File: src/rtl/vect_pkg.sv
// Shared types and helpers for the vector memory stage.
// Latency: n/a (package only).
// Backpressure: n/a (package only).
//
// Contents: default lane geometry, FSM state enum, latched-op record,
// and a lane slice helper for LANES*N vector buses.
package vect_pkg;

  localparam int DEF_N     = 24;
  localparam int DEF_LANES = 6;

  typedef enum logic [1:0] {
    IDLE   = 2'd0,
    ACCESS = 2'd1,
    DONE   = 2'd2
  } vmem_state_t;

  // Everything captured from the EX/MEM register when a vector access starts.
  typedef struct packed {
    logic                         isLoad;
    logic                         regWrite;
    logic [DEF_N-1:0]             base;
    logic [DEF_LANES*DEF_N-1:0]   storeData;
  } vmem_op_t;

  // Lane i of a vector bus: bits [i*N +: N].
  function automatic logic [DEF_N-1:0] lane(input logic [DEF_LANES*DEF_N-1:0] vec,
                                            input int unsigned i);
    return vec[i*DEF_N +: DEF_N];
  endfunction

endpackage

File: src/rtl/vect_lane_buf.sv
// LANES x N register file collecting the words of a vector load.
// Latency: write visible on rdVec the cycle after the write edge.
// Backpressure: none; writes are accepted every cycle weBuf is high.
//
// Ports:
//   clk, rst_n   clock and asynchronous active-low reset (clears all lanes)
//   clr          zero every lane (takes priority over a write)
//   we/idx/wData write wData into lane idx
//   rdVec        all lanes in parallel, lane i at [i*N +: N]
import vect_pkg::*;

module vect_lane_buf #(
  parameter int N     = DEF_N,
  parameter int LANES = DEF_LANES,
  parameter int LW    = (LANES > 1) ? $clog2(LANES) : 1
) (
  input  logic                 clk,
  input  logic                 rst_n,
  input  logic                 clr,
  input  logic                 we,
  input  logic [LW-1:0]        idx,
  input  logic [N-1:0]         wData,
  output logic [LANES*N-1:0]   rdVec
);

  logic [LANES-1:0][N-1:0] regs;

  always_ff @(posedge clk or negedge rst_n) begin
    if (!rst_n) begin
      regs <= '0;
    end else if (clr) begin
      regs <= '0;
    end else if (we && (int'(idx) < LANES)) begin
      regs[idx] <= wData;
    end
  end

  assign rdVec = regs;

endmodule

File: src/rtl/vect_mem_stage.sv
// Vector memory stage: serializes vector loads/stores one lane-word at a time.
// Latency: 1 cycle for non-memory ops; LANES*(W+1)+2 cycles for memory ops (W waits/lane).
// Backpressure: raises stall while a vector access is accepted or in flight; memory side
//   uses a request/ready handshake, request and address held until memReady.
//
// Ports:
//   inValid/memRead/memWrite/regWriteIn/aluResult/storeData  EX/MEM register contents
//   memAddr/memWData/memWe/memRe/memRData/memReady          single-word memory port
//   stall                                                   freeze EX/MEM and earlier
//   outValid/regWriteOut/result                             toward write-back
import vect_pkg::*;

module vect_mem_stage #(
  parameter int N     = DEF_N,
  parameter int LANES = DEF_LANES
) (
  input  logic                 clk,
  input  logic                 rst_n,
  input  logic                 inValid,
  input  logic                 memRead,
  input  logic                 memWrite,
  input  logic                 regWriteIn,
  input  logic [LANES*N-1:0]   aluResult,
  input  logic [LANES*N-1:0]   storeData,
  output logic [N-1:0]         memAddr,
  output logic [N-1:0]         memWData,
  output logic                 memWe,
  output logic                 memRe,
  input  logic [N-1:0]         memRData,
  input  logic                 memReady,
  output logic                 stall,
  output logic                 outValid,
  output logic                 regWriteOut,
  output logic [LANES*N-1:0]   result
);

  localparam int LW = (LANES > 1) ? $clog2(LANES) : 1;

  vmem_state_t          state;
  vmem_state_t          stateNxt;
  vmem_op_t             opLat;
  logic [LW-1:0]        laneIdx;
  logic                 isMem;
  logic                 isLast;
  logic                 bufClr;
  logic                 bufWe;
  logic [LANES*N-1:0]   bufVec;

  assign isMem  = inValid & (memRead | memWrite);
  assign isLast = (laneIdx == LW'(LANES - 1));

  vect_lane_buf #(
    .N     (N),
    .LANES (LANES),
    .LW    (LW)
  ) u_laneBuf (
    .clk   (clk),
    .rst_n (rst_n),
    .clr   (bufClr),
    .we    (bufWe),
    .idx   (laneIdx),
    .wData (memRData),
    .rdVec (bufVec)
  );

  always_ff @(posedge clk or negedge rst_n) begin
    if (!rst_n) begin
      state <= IDLE;
    end else begin
      state <= stateNxt;
    end
  end

  // Memory-port outputs are decoded from state so a reset drops them immediately.
  always_comb begin
    stateNxt = state;
    stall    = 1'b0;
    memRe    = 1'b0;
    memWe    = 1'b0;
    memAddr  = '0;
    memWData = '0;
    bufClr   = 1'b0;
    bufWe    = 1'b0;
    case (state)
      IDLE: begin
        if (isMem) begin
          stall    = 1'b1;
          bufClr   = 1'b1;
          stateNxt = ACCESS;
        end
      end
      ACCESS: begin
        stall    = 1'b1;
        memRe    = opLat.isLoad;
        memWe    = ~opLat.isLoad;
        // Address wraps modulo 2^N.
        memAddr  = opLat.base + N'(laneIdx);
        memWData = lane(opLat.storeData, 32'(laneIdx));
        if (memReady) begin
          bufWe = opLat.isLoad;
          if (isLast) begin
            stateNxt = DONE;
          end
        end
      end
      DONE: begin
        // EX/MEM still holds the finished op here; stall=0 lets the next one in.
        stateNxt = IDLE;
      end
      default: begin
        stateNxt = IDLE;
      end
    endcase
  end

  always_ff @(posedge clk or negedge rst_n) begin
    if (!rst_n) begin
      opLat       <= '0;
      laneIdx     <= '0;
      outValid    <= 1'b0;
      regWriteOut <= 1'b0;
      result      <= '0;
    end else begin
      outValid <= 1'b0;
      case (state)
        IDLE: begin
          if (isMem) begin
            // Both memRead and memWrite set is treated as a load.
            opLat <= '{isLoad:    memRead,
                       regWrite:  regWriteIn,
                       base:      aluResult[N-1:0],
                       storeData: storeData};
            laneIdx <= '0;
          end else begin
            result      <= aluResult;
            regWriteOut <= regWriteIn;
            outValid    <= inValid;
          end
        end
        ACCESS: begin
          // Counter parks on the last lane rather than wrapping.
          if (memReady && !isLast) begin
            laneIdx <= laneIdx + LW'(1);
          end
        end
        DONE: begin
          outValid <= 1'b1;
          if (opLat.isLoad) begin
            result      <= bufVec;
            regWriteOut <= opLat.regWrite;
          end else begin
            regWriteOut <= 1'b0;
          end
        end
        default: begin
          outValid <= 1'b0;
        end
      endcase
    end
  end

endmodule

File: config.mk
export PLATFORM = sky130hd
export DESIGN_NAME = vect_mem_stage
export DESIGN_NICKNAME = d
export VERILOG_FILES = /design/src/rtl/vect_pkg.sv /design/src/rtl/vect_lane_buf.sv /design/src/rtl/vect_mem_stage.sv
export SDC_FILE = /design/constraint.sdc
export NUM_CORES = 1
export LEC_CHECK = 0
export CAP_MARGIN = 20
export CORE_MARGIN = 2
export CORE_UTILIZATION = 50
export DETAILED_ROUTE_END_ITERATION = 16
export PLACE_DENSITY = 0.81
export SYNTH_ARGS = -nofsm -noshare
export SYNTH_HDL_FRONTEND = slang
export SYNTH_SLANG_ARGS = --single-unit
File: constraint.sdc
create_clock -name clk -period 6.4 [get_ports clk]
set_input_delay 1.28 -clock clk [delete_from_list [all_inputs] [get_ports clk]]
set_output_delay 1.28 -clock clk [all_outputs]
set_load 0.02 [all_outputs]
# == Word level (Yosys, flattened, before mapping) ==
# Index checks and enable logic that the tools add are counted.
# op_classes
eq_ne,9
shift,1
div_mod_pow,0
n_reduce_logical,13
n_mul,1
order_cmp,3
muxes,29
bitwise,3
add_sub_neg,2
# ops
op,count
144-bit two-way mux,4
144-bit one-hot mux with 2 select lines,1
144-bit bitwise mux,1
144-bit by 9-bit variable part select with 24-bit output,1
24-bit demux with 3-bit select,1
24-bit two-way mux,3
24-bit by 3-bit adder with 24-bit output,1
2-bit != test (second input constant),6
1-bit two-way mux,9
3-bit AND reduction,3
2-bit two-way mux,3
3-bit two-way mux,2
1-bit one-hot mux with 2 select lines,3
3-bit one-hot mux with 2 select lines,1
2-bit nonzero test,3
3-bit by 2-bit multiplier with 5-bit output (second input constant),1
3-bit by 4-bit < comparator with 1-bit output (second input constant),1
2-bit one-hot mux with 2 select lines,1
2-bit AND reduction,2
3-bit by 1-bit adder with 3-bit output (second input constant),1
3-bit == test (second input constant),1
3-bit by 1-bit greater-or-equal comparator with 1-bit output (second input constant),1
1-bit logical AND,3
3-bit < comparator (second input constant),1
7 further kinds,7
# word_totals
out_inout_bits,197
romBits,0
regBits,465
wordCells,76
n_memories,0
inputBits,319
ram_bits,0
latch_bits,0

# == Logic depth before layout (Yosys ltp) ==
# depth
depth_word,7
depth_mapped,8
depth_no_buf,7

# == Modules after synthesis ==
# A second synthesis with hierarchy kept.
# hier_totals
hier_cells,2134
area_unflattened_um2,21534.4
# by_module_without_submodules
mod,instances,seq_area_each_um2,cells_per_inst,area_each_um2
vect_mem_stage,1,8032.7,1602,15074.5
vect_lane_buf,1,3603.5,532,6459.9

# == Worst setup path before layout ==
# OpenSTA, ideal clock, no wires.
# synth_timing
path_type,register -> output
from,register laneIdx[1]
to,output port memAddr[16]
stages_incl_launch_ff,9
t_required_ns,5.120
path_buffers,2
t_arrival_ns,2.462
setup_slack_ns,2.658
cell_sequence,dfrtp_1 -> buf_2 -> inv_1 -> clkbuf_1 -> fa_1 -> nor2b_1 -> nor2_1 -> or4_1 -> a21oi_1
# synth_between
elab_chain_cells,2
# synth_rtl
item,line_no,source
from (decl),vect_mem_stage.sv:42,logic [LW-1:0] laneIdx;
from (signal assigned),vect_mem_stage.sv:143,laneIdx <= laneIdx + LW'(1);
24-bit by 3-bit adder with 24-bit output,vect_mem_stage.sv:97,memAddr = opLat.base + N'(laneIdx);
24-bit two-way mux,vect_mem_stage.sv:84,case (state)
to (decl),vect_mem_stage.sv:25,"output logic [N-1:0] memAddr,"
# No other way between the ends.

# == Worst setup path after layout ==
# layout_timing
from,register laneIdx[1]
to,output port memAddr[22]
# Same word-level chain as after synthesis.

==> key figures <==
Final layout
  • Final Core Density: 0.671
  • Area Overhead vs Synth: 33.4%
  • Final Instance Area: approximately 0.028 sq mm
  • Most common cell after layout, fill and taps aside: nand2_1
  • Fraction of layout cells with a size suffix above 1: 0.0463
  • Commonest cells after routing, fill and taps aside: nand2_1, clkdlybuf4s50_1, dfrtp_1
  • Final net count: around 3000
  • Post-Layout Cell Count: between 3000 and 4000

Drt
  • Routed wire length per instance: 21.3 um
  • Initial DRC count: between 1500 and 2000
  • Post-route ant nets: 0
  • DR pass1 iterations: 8
  • Total Routed Length: between 70000 and 80000 um
  • Residual DRC: 0
  • Avg Vias per Cell: around 5.6
  • Total number of vias: ~19000

Power and ir drop
  • Logic pwr share: 0.422
  • Maximum vdd drop: roughly 0.33 mV
  • Sw Ratio: 0.397
  • Pwr Density: roughly 510 mW/mm^2
  • Total Power: around 14 mW
  • Sequential share of power: 0.377
  • Clock power frac: 0.201
  • Sw power: 5.63 mW
  • Int Power: about 8.5 mW
  • P_leak: about 12 nW

Global routing
  • Met2 GRT Util: 0.501
  • Pin count of the biggest net entering global routing: between 150 and 200
  • Total grt overflow: 0
  • Routing usage on met3: 0.0648
  • Initial antenna violation count: 9
  • Vias in the first global route: between 15000 and 20000
  • Most crowded layer after global routing: met2
  • First-pass GRT wire length: 107000 um
  • Gr usage total: 0.318
  • Met1 Usage GRT: 0.420

Setup path
  • Critical path cell sequence: inv_1 -> fa_1 -> nor2b_1 -> nor2_1 -> or4_1 -> a21oi_1 -> clkdlybuf4s50_1
  • Crit path max fanout: 21
  • Largest stage delay, worst path: approximately 0.67 ns
  • Setup crit end kind: output pin
  • CP required: between 5 and 6 ns
  • Slowest CP cell: dfrtp_2
  • Startpoint Class: flip-flop
  • CP Data Arrival Time: around 4.2 ns
  • R2R Setup Slk: 2.78 ns
  • CP Class: reg -> out

Run
  • Maxcap violations: 0

STA
  • Hold Violations, Final: 0
  • Fin. max-slew vios: 0
  • Final worst-path cycle share: 0.857
  • Clk_skew: 0.0147 ns
  • Worst slew pin tran: ~1.2 ns
  • Setup TNS Final: 0 ns
  • Final worst path period need: between 5 and 6 ns
  • Final Setup Violations: 0
  • Max Freq: 182 MHz
  • Slew HR: 0.221
  • RSZ-0062 raised after global routing: no

Die
  • Initial Util: 0.503
  • Core footprint: about 0.042 sq mm
  • # rows: 75
  • Num ports: around 520
  • Die Wd: 209 um
  • Die footprint: ~0.044 sq mm
  • Die Y: between 200 and 250 um

Synthesis
  • Sequential share of the synthesized area: 0.555
  • Post-synth cell types: 47
  • EDFF count, synth: 0
  • Synth Flop Type: dfrtp_1
  • Post-Syn Area per Cell: between 9 and 10 sq um
  • Synth top area share: 0.555
  • Syn_nets: 2605
  • Yosys reg bits: approximately 470
  • Top cells by area, synth: dfrtp_1, nand2_1, mux2i_1, a21oi_1, nor2_1
  • Gate count after technology mapping: about 2300
  • Synth async-reset ratio: 1.00
  • Netlist Area Pre-Place: 0.0210 sq mm
  • Largest area contributor in the netlist: dfrtp_1
  • Yosys warnings: 0

Place
  • Placed cells: approximately 3200
  • GPL Wtd Cong: approximately 0.92
  • Hpwl dp: slightly below 50000 um
  • IO buf count: a little over 500
  • Post-DP Area: around 0.026 sq mm

Status
  • Outcome: finished, final reports clean

Clock network
  • Cts repair resizes: 0
  • CTS sink count: roughly 470
  • Clock Path Buffers: 3
  • Setup Fix Bufs, Post-CTS: 0
  • Clk root buf: clkbuf_16
  • CTS buffer count: just under 50
  • Clk_lat worst skew: about 0.60 ns
  • Reg clk slew, reported paths: 0.06 ns
  • H-tree depth: 2
  • CTS tree: built
  • Post-CTS Hold Buffers: 0

Min path
  • Hold Path Class: reg -> reg
power groups by stage:
stage / Clock [mW] / Combinational [mW] / Sequential, mW
final: 2.85 / 5.98 / 5.34
after global routing: 2.99 / 6.46 / 5.46
after CTS: 2.88 / 5.97 / 5.30
after detailed placement: 0 / 5.92 / 5.35
after global placement: 0 / 5.76 / 5.28
after floorplan: 0 / 3.00 / 5.48
state kept, by name, indices dropped and copies added, names as in the netlist:
signal           flops
opLat              170
regWriteOut          1
result             144
laneIdx              3
u_laneBuf.rdVec    144
outValid             1
state                2
kinds of logic after synthesis:
family	count (synthesis)	synth area share
mux	206	0.101
compound gates	380	0.101
fa+ha+maj	6	0.00394
buf+inv	165	0.0362
flops	465	0.555
xor+xnor	8	0.00334
simple gates	1050	0.199
worst paths after layout:
path / startpoint / depth (start not counted) / to
max: laneIdx[1] / 7 / memAddr[22]
min: opLat[110] / 2 / opLat[110]
max reg2reg: laneIdx[0] / 5 / u_laneBuf.rdVec[83]
min reg2reg: opLat[110] / 2 / opLat[110]
max in group asynchronous: rst_n / 2 / result[69]
min in group asynchronous: rst_n / 1 / opLat[125]
cell type report:
| cell class | instances | area [sq um] |
|---|---|---|
| Clock buffer | 68 | 1390 |
| Tap cell | 539 | 674 |
| Multi-Input combinational cell | 1650 | 8590 |
| Timing Repair Buffer | 537 | 5420 |
| Sequential cell | 465 | 11600 |
| Inverter | 4 | 15.0 |
| Clock inverter | 18 | 209 |
| Fill cell | 3168 | 13700 |
| Antenna cell | 8 | 20.0 |
routing by layer:
| metal | wire length (um) | vias to the layer above |
|---|---|---|
| met4 | 3540 | 2 |
| met1 | 28100 | 8961 |
| met5 | 12 | - |
| met2 | 32300 | 972 |
| met3 | 6140 | 175 |
| li1 | - | 8413 |
cells in the mapped netlist (all sizes together) (3+ instances only):
| library cell | count |
|---|---|
| o221ai | 5 |
| buf | 93 |
| a22o | 6 |
| nand2 | 758 |
| dfrtp | 465 |
| o21ai | 15 |
| o31ai | 12 |
| mux4 | 4 |
| inv | 4 |
| xor2 | 6 |
| nor2b | 8 |
| ha | 5 |
| o21a | 4 |
| nor2 | 212 |
| or4 | 12 |
| nor3 | 4 |
| nand3 | 20 |
| a22oi | 22 |
| a211oi | 14 |
| nand4 | 3 |
| mux2i | 191 |
| mux2 | 11 |
| clkbuf | 68 |
| a21oi | 293 |
| and4 | 4 |
| and3 | 6 |
| o2111ai | 4 |
| and2 | 14 |
per-stage QoR:
stage | setup WS [ns] | hold WS, ns
after floorplan | 2.66 | 0.437
after global placement | 1.70 | 0.453
after detailed placement | 1.64 | 0.454
after CTS | 0.977 | 0.471
after global routing | 0.780 | 0.495
final | 0.915 | 0.471
worst max-delay path, delay by kind of cell (launching register included):
kind / cells / cell delay, ns
buffers and inverters: 2 / 1.09
and+or+nand+nor: 3 / 1.11
adders and majority gates: 1 / 0.55
AOI/OAI and AO/OA: 1 / 0.18
DFF: 1 / 0.67
Power figures use the tool's default switching activity.
